## src/rtl/mem_arbiter.sv

```systemverilog
// mem_arbiter: grants the single-port RAM to either the instruction cache or the
// data cache, one word at a time. The data side has priority, but a saturating
// starvation counter forces an instruction grant after STARVE_LIMIT consecutive
// data grants taken while an instruction fetch was pending.
module mem_arbiter #(
    parameter int STARVE_LIMIT = 4
) (
    input  logic        CLK,
    input  logic        RST,
    // instruction cache side
    input  logic        iREN,
    input  logic [31:0] iaddr,
    output logic        iwait,
    output logic [31:0] iload,
    // data cache side
    input  logic        dREN,
    input  logic        dWEN,
    input  logic [31:0] daddr,
    input  logic [31:0] dstore,
    output logic        dwait,
    output logic [31:0] dload,
    // RAM side
    output logic        ramREN,
    output logic        ramWEN,
    output logic [31:0] ramaddr,
    output logic [31:0] ramstore,
    input  logic [31:0] ramload,
    input  logic [1:0]  ramstate
);

    localparam logic [1:0] RAM_ACCESS = 2'd2;
    localparam logic [2:0] LIMIT      = 3'(STARVE_LIMIT);
    localparam logic [2:0] CNT_MAX    = 3'd7;

    typedef enum logic [1:0] {
        IDLE   = 2'd0,
        ISERVE = 2'd1,
        DSERVE = 2'd2
    } state_t;

    state_t     state_q, state_d;
    logic [2:0] starve_cnt_q, starve_cnt_d;
    logic       dreq;

    // A write counts as a data request even with dREN low.
    assign dreq = dREN | dWEN;

    // State and starvation counter registers.
    always_ff @(posedge CLK or posedge RST) begin
        if (RST) begin
            state_q      <= IDLE;
            starve_cnt_q <= 3'd0;
        end else begin
            state_q      <= state_d;
            starve_cnt_q <= starve_cnt_d;
        end
    end

    // Grant selection, RAM request muxing and completion signalling.
    always_comb begin
        state_d      = state_q;
        starve_cnt_d = starve_cnt_q;
        iwait        = 1'b1;
        dwait        = 1'b1;
        iload        = 32'd0;
        dload        = 32'd0;
        ramREN       = 1'b0;
        ramWEN       = 1'b0;
        ramaddr      = 32'd0;
        ramstore     = 32'd0;

        unique case (state_q)
            IDLE: begin
                // No pending fetch means nothing is being starved.
                if (!iREN) begin
                    starve_cnt_d = 3'd0;
                end
                if (dreq && iREN) begin
                    state_d = (starve_cnt_q >= LIMIT) ? ISERVE : DSERVE;
                end else if (dreq) begin
                    state_d = DSERVE;
                end else if (iREN) begin
                    state_d = ISERVE;
                end
            end

            DSERVE: begin
                dload = ramload;
                if (!dreq) begin
                    // Requester withdrew: abandon the word, RAM idle this cycle.
                    state_d = IDLE;
                end else begin
                    ramWEN   = dWEN;
                    ramREN   = dREN & ~dWEN;
                    ramaddr  = daddr;
                    ramstore = dstore;
                    if (ramstate == RAM_ACCESS) begin
                        dwait   = 1'b0;
                        state_d = IDLE;
                        if (iREN && starve_cnt_q != CNT_MAX) begin
                            starve_cnt_d = starve_cnt_q + 3'd1;
                        end
                    end
                end
            end

            ISERVE: begin
                iload = ramload;
                if (!iREN) begin
                    state_d = IDLE;
                end else begin
                    ramREN  = 1'b1;
                    ramaddr = iaddr;
                    if (ramstate == RAM_ACCESS) begin
                        iwait        = 1'b0;
                        starve_cnt_d = 3'd0;
                        state_d      = IDLE;
                    end
                end
            end

            default: begin
                state_d = IDLE;
            end
        endcase
    end

endmodule

```

## config.mk

```make
export PLATFORM = sky130hd
export DESIGN_NAME = mem_arbiter
export DESIGN_NICKNAME = d
export VERILOG_FILES = /design/src/rtl/mem_arbiter.sv
export SDC_FILE = /design/constraint.sdc
export NUM_CORES = 1
export LEC_CHECK = 0
export CAP_MARGIN = 0
export CORE_AREA = 2 2 103 105
export CTS_BUF_LIST = sky130_fd_sc_hd__clkbuf_2 sky130_fd_sc_hd__clkbuf_4 sky130_fd_sc_hd__clkbuf_8
export DETAILED_ROUTE_END_ITERATION = 6
export DIE_AREA = 0 0 105 107
export PLACE_DENSITY = 0.73
export SLEW_MARGIN = 40
export SYNTH_ARGS = -nofsm -noshare
export SYNTH_HDL_FRONTEND = slang
export SYNTH_SLANG_ARGS = --single-unit
```

## constraint.sdc

```tcl
create_clock -name CLK -period 1.55 [get_ports CLK]
set_input_delay 0.31 -clock CLK [delete_from_list [all_inputs] [get_ports CLK]]
set_output_delay 0.31 -clock CLK [all_outputs]
set_load 0.03 [all_outputs]
```

==> out/metrics.cfg, run 1 <==
[synth]
ys.flop_type = dfrtp_1
synth-warning-count = 0
synth_commonest_cells = and2_1, nor2b_1, a22oi_1
synth_edf_count = 0
yosys.area.top_type = and2_1
synth_top_area_share_pct = 36.3
synthCells = 237
synth-async-reset-ratio_pct = 100
synth.most_common_cell = and2_1
syn_area_sq_mm = 0.00166
yosysSeqAreaShare_pct = 7.56
ys_ff_latch = 5
ys_types = 31
avgSynthCellArea_sq_um = 6.98
syn_nets = 378
synth.area.top_cells = and2_1, a22oi_1, nor2b_1

[setup_path]
crit_type = reg2out
r2r_cells = 9
crit_slowest_cell = dfrtp_1
worstSetupStartpointType = register
cp.required_ns = 1.24
regToRegStartpoint = state_q[0]
endpoint_kind = output pin
critPathMaxFanout = 8
arrival_ns = 1.67
crit_chain = inv_2, ha_4, o21a_4, buf_12, a22oi_2, nor2b_2, buf_12
r2r_slack_ns = -0.18
r2r-end = starve_cnt_q[0]
worst_path_most_repeated_cell = buf_12
critPathMaxStageDelay_ns = 0.40

[sta]
drv_slew = 0
worst_pin_slew_ns = 0.417
max_slew_margin_pct = 71.8
fin_setup_tns_ns = -45.39
fmax_ghz = 0.505
period_needed_ns = 1.98
setup_violations = 136
finalClockSkew_ns = 0.00289
post-route-period-util_pct = 128
hold_viol_final = 0
setup_ws_ns = -0.430
rsz0062_at_grt = yes

[global_routing]
top_usage_layer = met2
grt_use_met2_pct = 31.3
antenna_found_initial = 0
grt_use_total_pct = 16.1
use_met3_pct = 3.65
grt_pass1_vias = 2901
grt_pass1_wl_mm = 14.8
grt_max_degree = 37
met1_usage_pct = 17.7
grt-ovfl-total = 0

[floorplanning]
dieWidth_um = 105
initial_core_util_pct = 16.4
fp.dieH_um = 107
num_rows = 37
pin_count = 267
core_area_sq_mm = 0.0101
dieArea_sq_mm = 0.0112

[clock_network]
clk_latency_ns = 0.22
cts_hold_buffers = 0
cts_sinks = 5
cts_buffers = 3
clockRootBuffer = clkbuf_8
path_clk_slew_ns = 0.04
cts_buffer_depth = 2
htreeDepth = 1
cts_tree = done

[run_status]
outcome = complete, but fails checks
violations = design-rule violations, negative setup slack

[route]
firstDrtPassIters = 7
wirelength_mm = 11.0
route.detailed.drc = 3
drtAntennaViolNets = 0
post_drt_wl_per_cell_um = 16.6
drt_iter0_markers = 120
vias_per_cell = 4.45
dr_total_vias = 2952

[hold_path]
hp-class = in2async

[power]
power.density_mw_per_mm2 = 1540
comb_power_share_pct = 94.1
leakagePower_nw = 2.42
p_int_mw = 4.63
ir_worst_vdd_mv = 0.691
p_sw_mw = 3.82
switching_share_pct = 45.2
pwr-share-clk_pct = 3.1
seqPwrFrac_pct = 2.8

[layout]
finalInstanceArea_sq_mm = 0.00551
final_core_util_pct = 54.6
nNetsFinal = 670
syn_to_final_growth_pct = 233
drive_above_1_share_pct = 64.0
antennaDiodeCount = 0

[placement]
gp_congestion = 0.792
post-place-ws_ns = -0.579
portBuffers = 266
placed_area_sq_mm = 0.00454
dp_hpwl_mm = 7.58

[run]
maxCapViolCount = 0

==> registers in the layout (all words and copies together), names as in the netlist <==
| register | count |
|---|---|
| starve_cnt_q | 3 |
| state_q | 2 |
==> per-layer routing <==
metal,vias up,share of wire (%)
li1,1398,-
met1,1403,38
met2,142,55
met3,9,6.7
met4,0,0.86
met5,-,0
==> layout by cell type, fill, tap and decap left out, types with 3 or more instances in the layout <==
master,synthesis,routed
dlygate4sd2_1,0,3
buf_6,5,86
and2_2,0,31
nor2b_2,0,33
clkbuf_8,0,3
buf_8,0,3
inv_1,6,3
a22oi_2,0,14
nand2_1,5,3
dfrtp_1,5,4
and2_4,1,64
buf_16,0,4
inv_2,0,3
clkbuf_16,0,5
buf_4,1,63
nand3_1,3,3
clkdlybuf4s50_1,0,131
a22oi_1,32,18
o311ai_0,3,3
ha_1,6,4
buf_12,0,13
nand4_1,3,3
==> what timing repair did <==
item / in CTS / in global routing
pin swaps: 5 / 10
cloned: 5 / 5
buffers inserted: 5 / 7
endpoints found under the setup margin: 135 / 137
gates resized for setup: 103 / 79
==> cells by family after synthesis <==
logic type / Yosys count / synth area share, %
fa+ha+maj: 6 / 4.54
flops: 5 / 7.56
simple gates: 152 / 56.6
buf+inv: 28 / 9.37
compound gates: 46 / 21.9
==> power by group through the flow <==
stage               registers (mW)  logic, mW  clock network [mW]
floorplan                    0.218       3.63                   0
global placement             0.218       5.69                   0
detailed placement           0.220       5.75                   0
CTS                          0.229       6.87               0.271
global route                 0.243       8.34               0.280
finish                       0.238       7.96               0.260
==> area by class of cell <==
class / count / area (sq um)
clock buffer: 4 / 48.8
fill: 885 / 4580
sequential: 5 / 126
tap: 136 / 170
multi-input combinational: 204 / 1820
inverter: 6 / 22.5
timing repair buffer: 309 / 3320
==> worst max path at each step <==
stage	startpoint	to	slack, ns	cells after the start
2_1_floorplan	state_q[1]	ramaddr[12]	-0.24	8
3_3_place_gp	ramstate[1]	iwait	-0.55	5
3_5_place_dp	ramstate[1]	iwait	-0.58	5
4_1_cts	state_q[0]	ramaddr[17]	-0.45	7
5_1_grt	state_q[0]	ramaddr[18]	-0.49	7
6_report	state_q[0]	ramaddr[24]	-0.43	7
==> stage by stage <==
| step | std cells | power, mW | hold WS [ns] |
|---|---|---|---|
| 4_1_cts | 653 | 7.37 | 0.278 |
| 2_1_floorplan | 237 | 3.85 | 0.0885 |
| 3_3_place_gp | 639 | 5.91 | 0.522 |
| 3_5_place_dp | 639 | 5.97 | 0.518 |
| 6_report | 664 | 8.46 | 0.277 |
| 5_1_grt | 664 | 8.86 | 0.300 |
==> critical path: cells and delay by family, from the launching register on <==
family	cells	cell delay [ns]
and+or+nand+nor	1	0.17
AOI/OAI and AO/OA	2	0.35
adders and majority gates	1	0.14
buffers and inverters	3	0.39
DFF	1	0.40
No activity file was read; power rests on OpenSTA's default activity.
==> inputs of run 2 (changes only) <==
--- a/config.mk
+++ b/config.mk
@@ -10,6 +10,7 @@
 export CTS_BUF_LIST = sky130_fd_sc_hd__clkbuf_2 sky130_fd_sc_hd__clkbuf_4 sky130_fd_sc_hd__clkbuf_8
 export DETAILED_ROUTE_END_ITERATION = 6
 export DIE_AREA = 0 0 105 107
+export HOLD_SLACK_MARGIN = 0.08
 export PLACE_DENSITY = 0.73
 export SLEW_MARGIN = 40
 export SYNTH_ARGS = -nofsm -noshare
==> results of run 2 <==
Same layout as run 1: the final DEF is identical, and so are final timing and power.
